## src/rtl/alu_share_ctrl.sv

```systemverilog
// alu_share_ctrl: round-robin arbiter and sequencer that shares one
// combinational ALU between two requesters.
//
// Handshake rule for every channel in this block: a transfer happens on a
// rising clk edge where valid and ready are both 1. A producer holds valid
// and its payload steady until that edge; ready carries no obligation.
module alu_share_ctrl #(
    parameter int XLEN   = 32,
    parameter int CTRL_W = 4,
    parameter int OP_MAX = 9
) (
    input  logic              clk,
    input  logic              rst,
    input  logic              r0_valid,
    output logic              r0_ready,
    input  logic [CTRL_W-1:0] r0_ctrl,
    input  logic [XLEN-1:0]   r0_x,
    input  logic [XLEN-1:0]   r0_y,
    output logic              r0_rsp_valid,
    input  logic              r0_rsp_ready,
    output logic [XLEN-1:0]   r0_rsp_data,
    output logic              r0_rsp_err,
    input  logic              r1_valid,
    output logic              r1_ready,
    input  logic [CTRL_W-1:0] r1_ctrl,
    input  logic [XLEN-1:0]   r1_x,
    input  logic [XLEN-1:0]   r1_y,
    output logic              r1_rsp_valid,
    input  logic              r1_rsp_ready,
    output logic [XLEN-1:0]   r1_rsp_data,
    output logic              r1_rsp_err,
    output logic [CTRL_W-1:0] alu_ctrl,
    output logic [XLEN-1:0]   alu_x,
    output logic [XLEN-1:0]   alu_y,
    input  logic [XLEN-1:0]   alu_out,
    output logic              busy
);

    localparam int SHW = $clog2(XLEN);
    localparam logic [CTRL_W-1:0] OP_SLL  = CTRL_W'(2);
    localparam logic [CTRL_W-1:0] OP_SRL  = CTRL_W'(6);
    localparam logic [CTRL_W-1:0] OP_SRA  = CTRL_W'(7);
    localparam logic [CTRL_W-1:0] OP_LAST = CTRL_W'(OP_MAX);

    typedef enum logic [1:0] {
        IDLE = 2'd0,
        EXEC = 2'd1,
        RESP = 2'd2
    } state_t;

    state_t            state;
    state_t            state_next;
    logic              rr;          // requester that wins the next tie
    logic              owner;       // requester owning the operation in flight
    logic [XLEN-1:0]   result;
    logic              err;

    logic              grant;
    logic              accept;
    logic [CTRL_W-1:0] sel_ctrl;
    logic [XLEN-1:0]   sel_x;
    logic [XLEN-1:0]   sel_y;
    logic              sel_illegal;
    logic              sel_shift;
    logic              owner_rsp_ready;

    // Grant selection and the operand mux feeding the latch.
    always_comb begin
        grant = 1'b0;
        if (r0_valid && r1_valid) begin
            grant = rr;
        end else if (r1_valid) begin
            grant = 1'b1;
        end
        accept      = (state == IDLE) && (r0_valid || r1_valid);
        sel_ctrl    = grant ? r1_ctrl : r0_ctrl;
        sel_x       = grant ? r1_x    : r0_x;
        sel_y       = grant ? r1_y    : r0_y;
        sel_illegal = sel_ctrl > OP_LAST;
        sel_shift   = (sel_ctrl == OP_SLL) || (sel_ctrl == OP_SRL) || (sel_ctrl == OP_SRA);
        owner_rsp_ready = owner ? r1_rsp_ready : r0_rsp_ready;
    end

    // Next-state logic; illegal ops skip the ALU and go straight to RESP.
    always_comb begin
        state_next = state;
        case (state)
            IDLE: begin
                if (accept) begin
                    state_next = sel_illegal ? RESP : EXEC;
                end
            end
            EXEC: state_next = RESP;
            RESP: begin
                if (owner_rsp_ready) begin
                    state_next = IDLE;
                end
            end
            default: state_next = IDLE;
        endcase
    end

    // State, round-robin pointer, operation and result registers.
    always_ff @(posedge clk) begin
        if (rst) begin
            state    <= IDLE;
            rr       <= 1'b0;
            owner    <= 1'b0;
            result   <= '0;
            err      <= 1'b0;
            alu_ctrl <= '0;
            alu_x    <= '0;
            alu_y    <= '0;
        end else begin
            state <= state_next;
            if (accept) begin
                owner <= grant;
                rr    <= ~grant;
                if (sel_illegal) begin
                    result <= '0;
                    err    <= 1'b1;
                end else begin
                    alu_ctrl <= sel_ctrl;
                    alu_x    <= sel_x;
                    // Only the low log2(XLEN) bits are a meaningful shift amount.
                    alu_y    <= sel_shift ? XLEN'(sel_y[SHW-1:0]) : sel_y;
                end
            end
            if (state == EXEC) begin
                result <= alu_out;
                err    <= 1'b0;
            end
        end
    end

    // Response channels: only the owner sees the result, and only in RESP.
    always_comb begin
        r0_ready     = accept && !grant;
        r1_ready     = accept && grant;
        r0_rsp_valid = (state == RESP) && !owner;
        r1_rsp_valid = (state == RESP) && owner;
        r0_rsp_data  = r0_rsp_valid ? result : '0;
        r1_rsp_data  = r1_rsp_valid ? result : '0;
        r0_rsp_err   = r0_rsp_valid && err;
        r1_rsp_err   = r1_rsp_valid && err;
        busy         = state != IDLE;
    end

endmodule

```

## config.mk

```make
export PLATFORM = sky130hd
export DESIGN_NAME = alu_share_ctrl
export DESIGN_NICKNAME = d
export VERILOG_FILES = /design/src/rtl/alu_share_ctrl.sv
export SDC_FILE = /design/constraint.sdc
export NUM_CORES = 1
export LEC_CHECK = 0
export CAP_MARGIN = 25
export CELL_PAD_IN_SITES_DETAIL_PLACEMENT = 0
export CELL_PAD_IN_SITES_GLOBAL_PLACEMENT = 2
export CORE_ASPECT_RATIO = 1.2
export CORE_MARGIN = 1
export CORE_UTILIZATION = 22
export DETAILED_ROUTE_END_ITERATION = 7
export GPL_ROUTABILITY_DRIVEN = 0
export PLACE_DENSITY_LB_ADDON = 0.1
export SLEW_MARGIN = 20
export SYNTH_ARGS = -nofsm -noshare
export SYNTH_HDL_FRONTEND = slang
export SYNTH_SLANG_ARGS = --single-unit
export TNS_END_PERCENT = 50
```

## constraint.sdc

```tcl
create_clock -name clk -period 3.8 [get_ports clk]
set_clock_uncertainty 0.15 [all_clocks]
set_input_delay 1.14 -clock clk [delete_from_list [all_inputs] [get_ports clk]]
set_output_delay 1.14 -clock clk [all_outputs]
set_load 0.03 [all_outputs]
```

---- After elaboration in Yosys (flattened, before gate mapping) ----
Cells that the tools add are included.
Widths: inputs -> output; s select.
operators by class
  add/sub/neg operators ................... 0
  multipliers ............................. 0
  div/mod/pow operators ................... 0
  $lt $le $gt $ge ......................... 1
  equality and inequality tests ........... 7
  shifts and indexed selects .............. 0
  mux-type cells .......................... 16
  bitwise gates (word level) .............. 2
  reduce and logical (&&, ||, !) cells .... 22
operators by type and width
  operator            count
  $mux 32             8
  $eq 4x3->1 const B  2
  $logic_and 1x1->1   8
  $reduce_and 2->1    4
  $mux 2              3
  $pmux 2 s3          1
  $reduce_bool 2->1   3
  $eq 4x2->1 const B  1
  $gt 4x4->1 const B  1
  $mux 4              1
  $ne 2x2->1 const B  2
  $logic_or 1x1->1    3
  $mux 1              3
  $eq 2x1->1 const B  1
  $eq 2x2->1 const B  1
  $logic_not 1->1     2
  $logic_not 2->1     1
  $not 1->1           2
  $reduce_or 2->1     1
word-level totals
  bits in registers ....................... 105
  bits in latches ......................... 0
  bits in writable memories ............... 0
  bits in read-only memories .............. 0
  bits of input ports ..................... 174
  logic and storage cells ................. 56
  memories ................................ 0

---- Longest topological paths before layout ----
  depth after elaboration ................. 7
  depth in mapped cells ................... 8
  mapped depth without buffers ............ 6

---- Least setup slack after synthesis ----
OpenSTA, ideal clock, no wires.
  path kind ............................... input-to-output
  start ................................... input r1_valid
  end ..................................... output r1_ready
  arrival ................................. 2.402 ns
  data required time ...................... 2.510 ns
  setup slack ............................. 0.108 ns
  stages .................................. 6
  path buffers ............................ 4
  cells stage by stage .................... buf_2 nand2_1 buf_4 buf_4 buf_4 nor2_1
on the way
  cells in the longest elaborated chain, start to end .. 3
  elaborated cells on any way between the ends .. 6
  classes of those cells .................. 2 x mux; 4 x reduce/logical
ends and longest elaborated chain
  element                                      RTL line  source
  start, declared                              23        input logic r1_valid,
  $mux 1, or another cell as far along         72        end else if (r1_valid) begin
  $mux 1 or $logic_and 1x1->1 (tied branches)  70, 75
  $logic_and 1x1->1 *                          139       r1_ready = accept && grant;
  end, declared                                24        output logic r1_ready,
Every way passes the cells marked *; elsewhere a longest branch is shown, timed or not.

---- Worst setup path in the final report ----
  start ................................... input r0_valid
  end ..................................... output r0_ready
on the way
  cells in the longest elaborated chain, start to end .. 4
  elaborated cells on any way between the ends .. 6
  classes of those cells .................. 1 x mux; 5 x reduce/logical
ends and longest elaborated chain
  element              RTL line  source
  start, declared      14        input logic r0_valid,
  $logic_and 1x1->1    70        if (r0_valid && r1_valid) begin
  $mux 1               70
  $logic_not 1->1      138       r0_ready = accept && !grant;
  $logic_and 1x1->1 *  138
  end, declared        15        output logic r0_ready,
Marked as above.

==> results by group <==
Synthesis
  – Synth Area in Adders: 0
  – Seq/Total Area, Yosys: 0.416
  – Mapped Area: 5050 sq um
  – Syn Area/Cell: 9.21 sq um
  – Syn nets: 722
  – Unique masters post-synth: 41
  – Yosys warnings: 0
  – Post-synthesis sequential element count: 105
  – EDFF count, synth: 0
  – Multiplexer share of the synthesized area: 0.131
  – Most used DFF post-synth: dfxtp_1
  – Xor and xnor area share after synthesis: 0
  – Compound-gate portion of the synthesized area: 0.183
  – Post-Synth Simple-Gate Area: 0.213
  – Largest family of logic cells by synthesized area: simple AND/OR/NAND/NOR gates
  – Gate Count Post-Synth: 548
  – Asr flop ratio synth: 0

Power and ir drop
  – Maximum vdd drop: 0.204 mV
  – P per Cell Area: 382 nW/um^2
  – Cell leakage power: 0.00341 uW

Clock tree
  – Hold Buf Count CTS: 0
  – Post-CTS sizing: 0
  – Clock Root Buffer: clkbuf_16
  – Clk pin slew, worst setup/hold paths: 70 ps
  – Clock latency on the worst-skew pair: 340 ps
  – Clk sinks: 105
  – Post-CTS Setup Bufs: 0
  – CTS tree: yes
  – Cts bufs inserted: 9
  – Clock Path Buffers: 2
  – H-tree depth: 3

Cells and area
  – Layout cell share with drive strength beyond 1: 0.0702
  – Util after Layout: 0.394
  – Nets: 1,011
  – Area grow syn2layout: 75.0%
  – Fin cells: 1,123

Placement
  – IO Port Bufs: 312
  – Placed cell count: 1,105
  – HPWL after detailed placement: 13.5 mm

Global routing
  – Number of global-route vias before repair: 5,042
  – Grt total ovfl: 0
  – GRT Util Overall: 0.155
  – First-pass GRT wire length: 28.5 mm
  – Pin count of the biggest net entering global routing: 67
  – Initial antenna violation count: 1

Critical path
  – Reg2Reg Setup Slack: 1560 ps
  – Crit-path most repeated cell: nor2_1
  – Startpoint class of the critical path: input pin
  – Crit path max fanout: 5
  – Max incr delay on CP: 600 ps
  – Critical path buffers and inverters: 2
  – Slowest cell on crit path: clkdlybuf4s50_1
  – Critical path's top delay family: buffers and inverters
  – Crit path kind: in2out
  – Critical path cell sequence: clkdlybuf4s50_1, and2b_1, nor2_1, nor2_1, buf_12
  – CP Capture Type: primary output
  – Data arrival time at the worst-slack endpoint: 2410 ps
  – Required time of the worst setup path: 2510 ps

Detailed routing
  – Router iterations before antenna repair: 4
  – Initial DRC count: 137
  – Vias/cell: 4.59
  – Detail Route Antenna Nets: 0
  – DRC Markers: 0
  – Routed WL: 18.2 mm
  – Vias: 5,154
  – WL per Instance: 16.2 um

Flow run
  – Max Cap Violations: 0

Floorplan
  – Die area: 23,600 sq um
  – Die extent in x: 140 um
  – IO Count: 313
  – Die H: 168 um
  – Initial Utilization: 0.225
  – Std cell rows: 60
  – Core ar.: 22,400 sq um

Worst hold path
  – Min-delay worst type: reg2reg

Timing
  – Max Slew Vio Count: 0
  – Fin crit share: 0.974
  – Tmin final: 3700 ps
  – Max_slew headroom: 0.504
  – Setup TNS: 0 ps
  – RSZ-0062 raised after global routing: no
  – Final setup viols: 0
  – F_max: 270 MHz
  – Final hold vios: 0
  – Slew @ Worst Pin: 744 ps

Status
  – Outcome: complete, no violations
-- area by class of cell --
type | count | area [sq um]
repair buffers | 333 | 3350
multi-input cells | 381 | 2710
well taps | 279 | 349
inverters | 7 | 26.3
diodes | 3 | 7.51
clock inverters | 4 | 53.8
flip-flops and latches | 105 | 2100
fillers | 2245 | 13600
clock buffers | 11 | 243
-- state kept, by name, summed over array words and instances (netlist names) --
register and flops:
result 32, alu_x 32, owner 1, err 1, state 2, rr 1
alu_ctrl 4, alu_y 32
-- logic make-up after synthesis --
family                 after synthesis
flip-flops                         105
multiplexers                        66
AND/OR/NAND/NOR                    195
buffers and inverters               62
AO/OA/AOI/OAI                      120
-- worst paths after layout --
check,start,to,depth (start not counted)
worst min register to register,alu_x[28],alu_x[28],2
worst min-delay path,alu_x[28],alu_x[28],2
worst max register to register,rr,alu_x[13],7
worst max-delay path,r0_valid,r0_ready,5
-- stage by stage --
stage          total power, uW  setup WS, ps  hold WS, ps  instance area (sq um)
2_1_floorplan             1890           108          292                   5050
3_5_place_dp              2460           118          288                   8530
5_1_grt                   3560          3.01          315                   8830
3_3_place_gp              2450           127          287                   8530
4_1_cts                   3450           104          300                   8830
6_report                  3380          97.3          301                   8840
-- cell usage after synthesis (2+ instances only) --
master	count	area [sq um]
dfxtp_1	105	2100
nand2_1	68	255
and2_1	67	419
mux2i_1	64	641
or4_1	37	278
clkbuf_1	33	124
a22o_1	32	280
o21ai_1	25	125
o32ai_1	20	175
o21ai_0	18	90.1
buf_2	16	80.1
nor2_1	11	41.3
o32ai_2	7	114
inv_1	6	22.5
a211oi_1	3	22.5
a21oi_1	3	15.0
buf_4	3	22.5
nor3_1	3	15.0
a31oi_1	2	12.5
buf_6	2	22.5
mux2_2	2	22.5
nand2b_1	2	12.5
-- report_power, final --
group	switching, uW	leakage (uW)	internal, uW
Combinational	603	0.00241	533
Clock	431	0.000138	528
Sequential	65.0	0.000859	1220
Total	1100	0.00341	2280
-- metal layers --
metal	vias up	GRT usage	routed length, um
met2	187	0.262	8820
met1	2388	0.186	7660
li1	2559	-	-
met5	-	0	0
met3	20	0.0412	1370
met4	0	0.0597	342
-- worst min-delay path, cell delays in order (launching register included) --
cell     delay [ps]
dfxtp_1         310
nand2_1          50
o21ai_1          50
-- cells in the final DEF, fill, tap and decap left out, types with 7 or more instances in the layout --
cell / n
nor2_1: 9
or4_1: 37
clkbuf_16: 9
o32ai_2: 7
buf_4: 17
dfxtp_1: 105
and2_1: 67
o21ai_1: 25
o32ai_1: 20
clkdlybuf4s50_1: 309
a22o_1: 32
o21ai_0: 17
mux2i_1: 64
nand2_1: 67
Note: power is estimated with default switching activity, not from simulation.
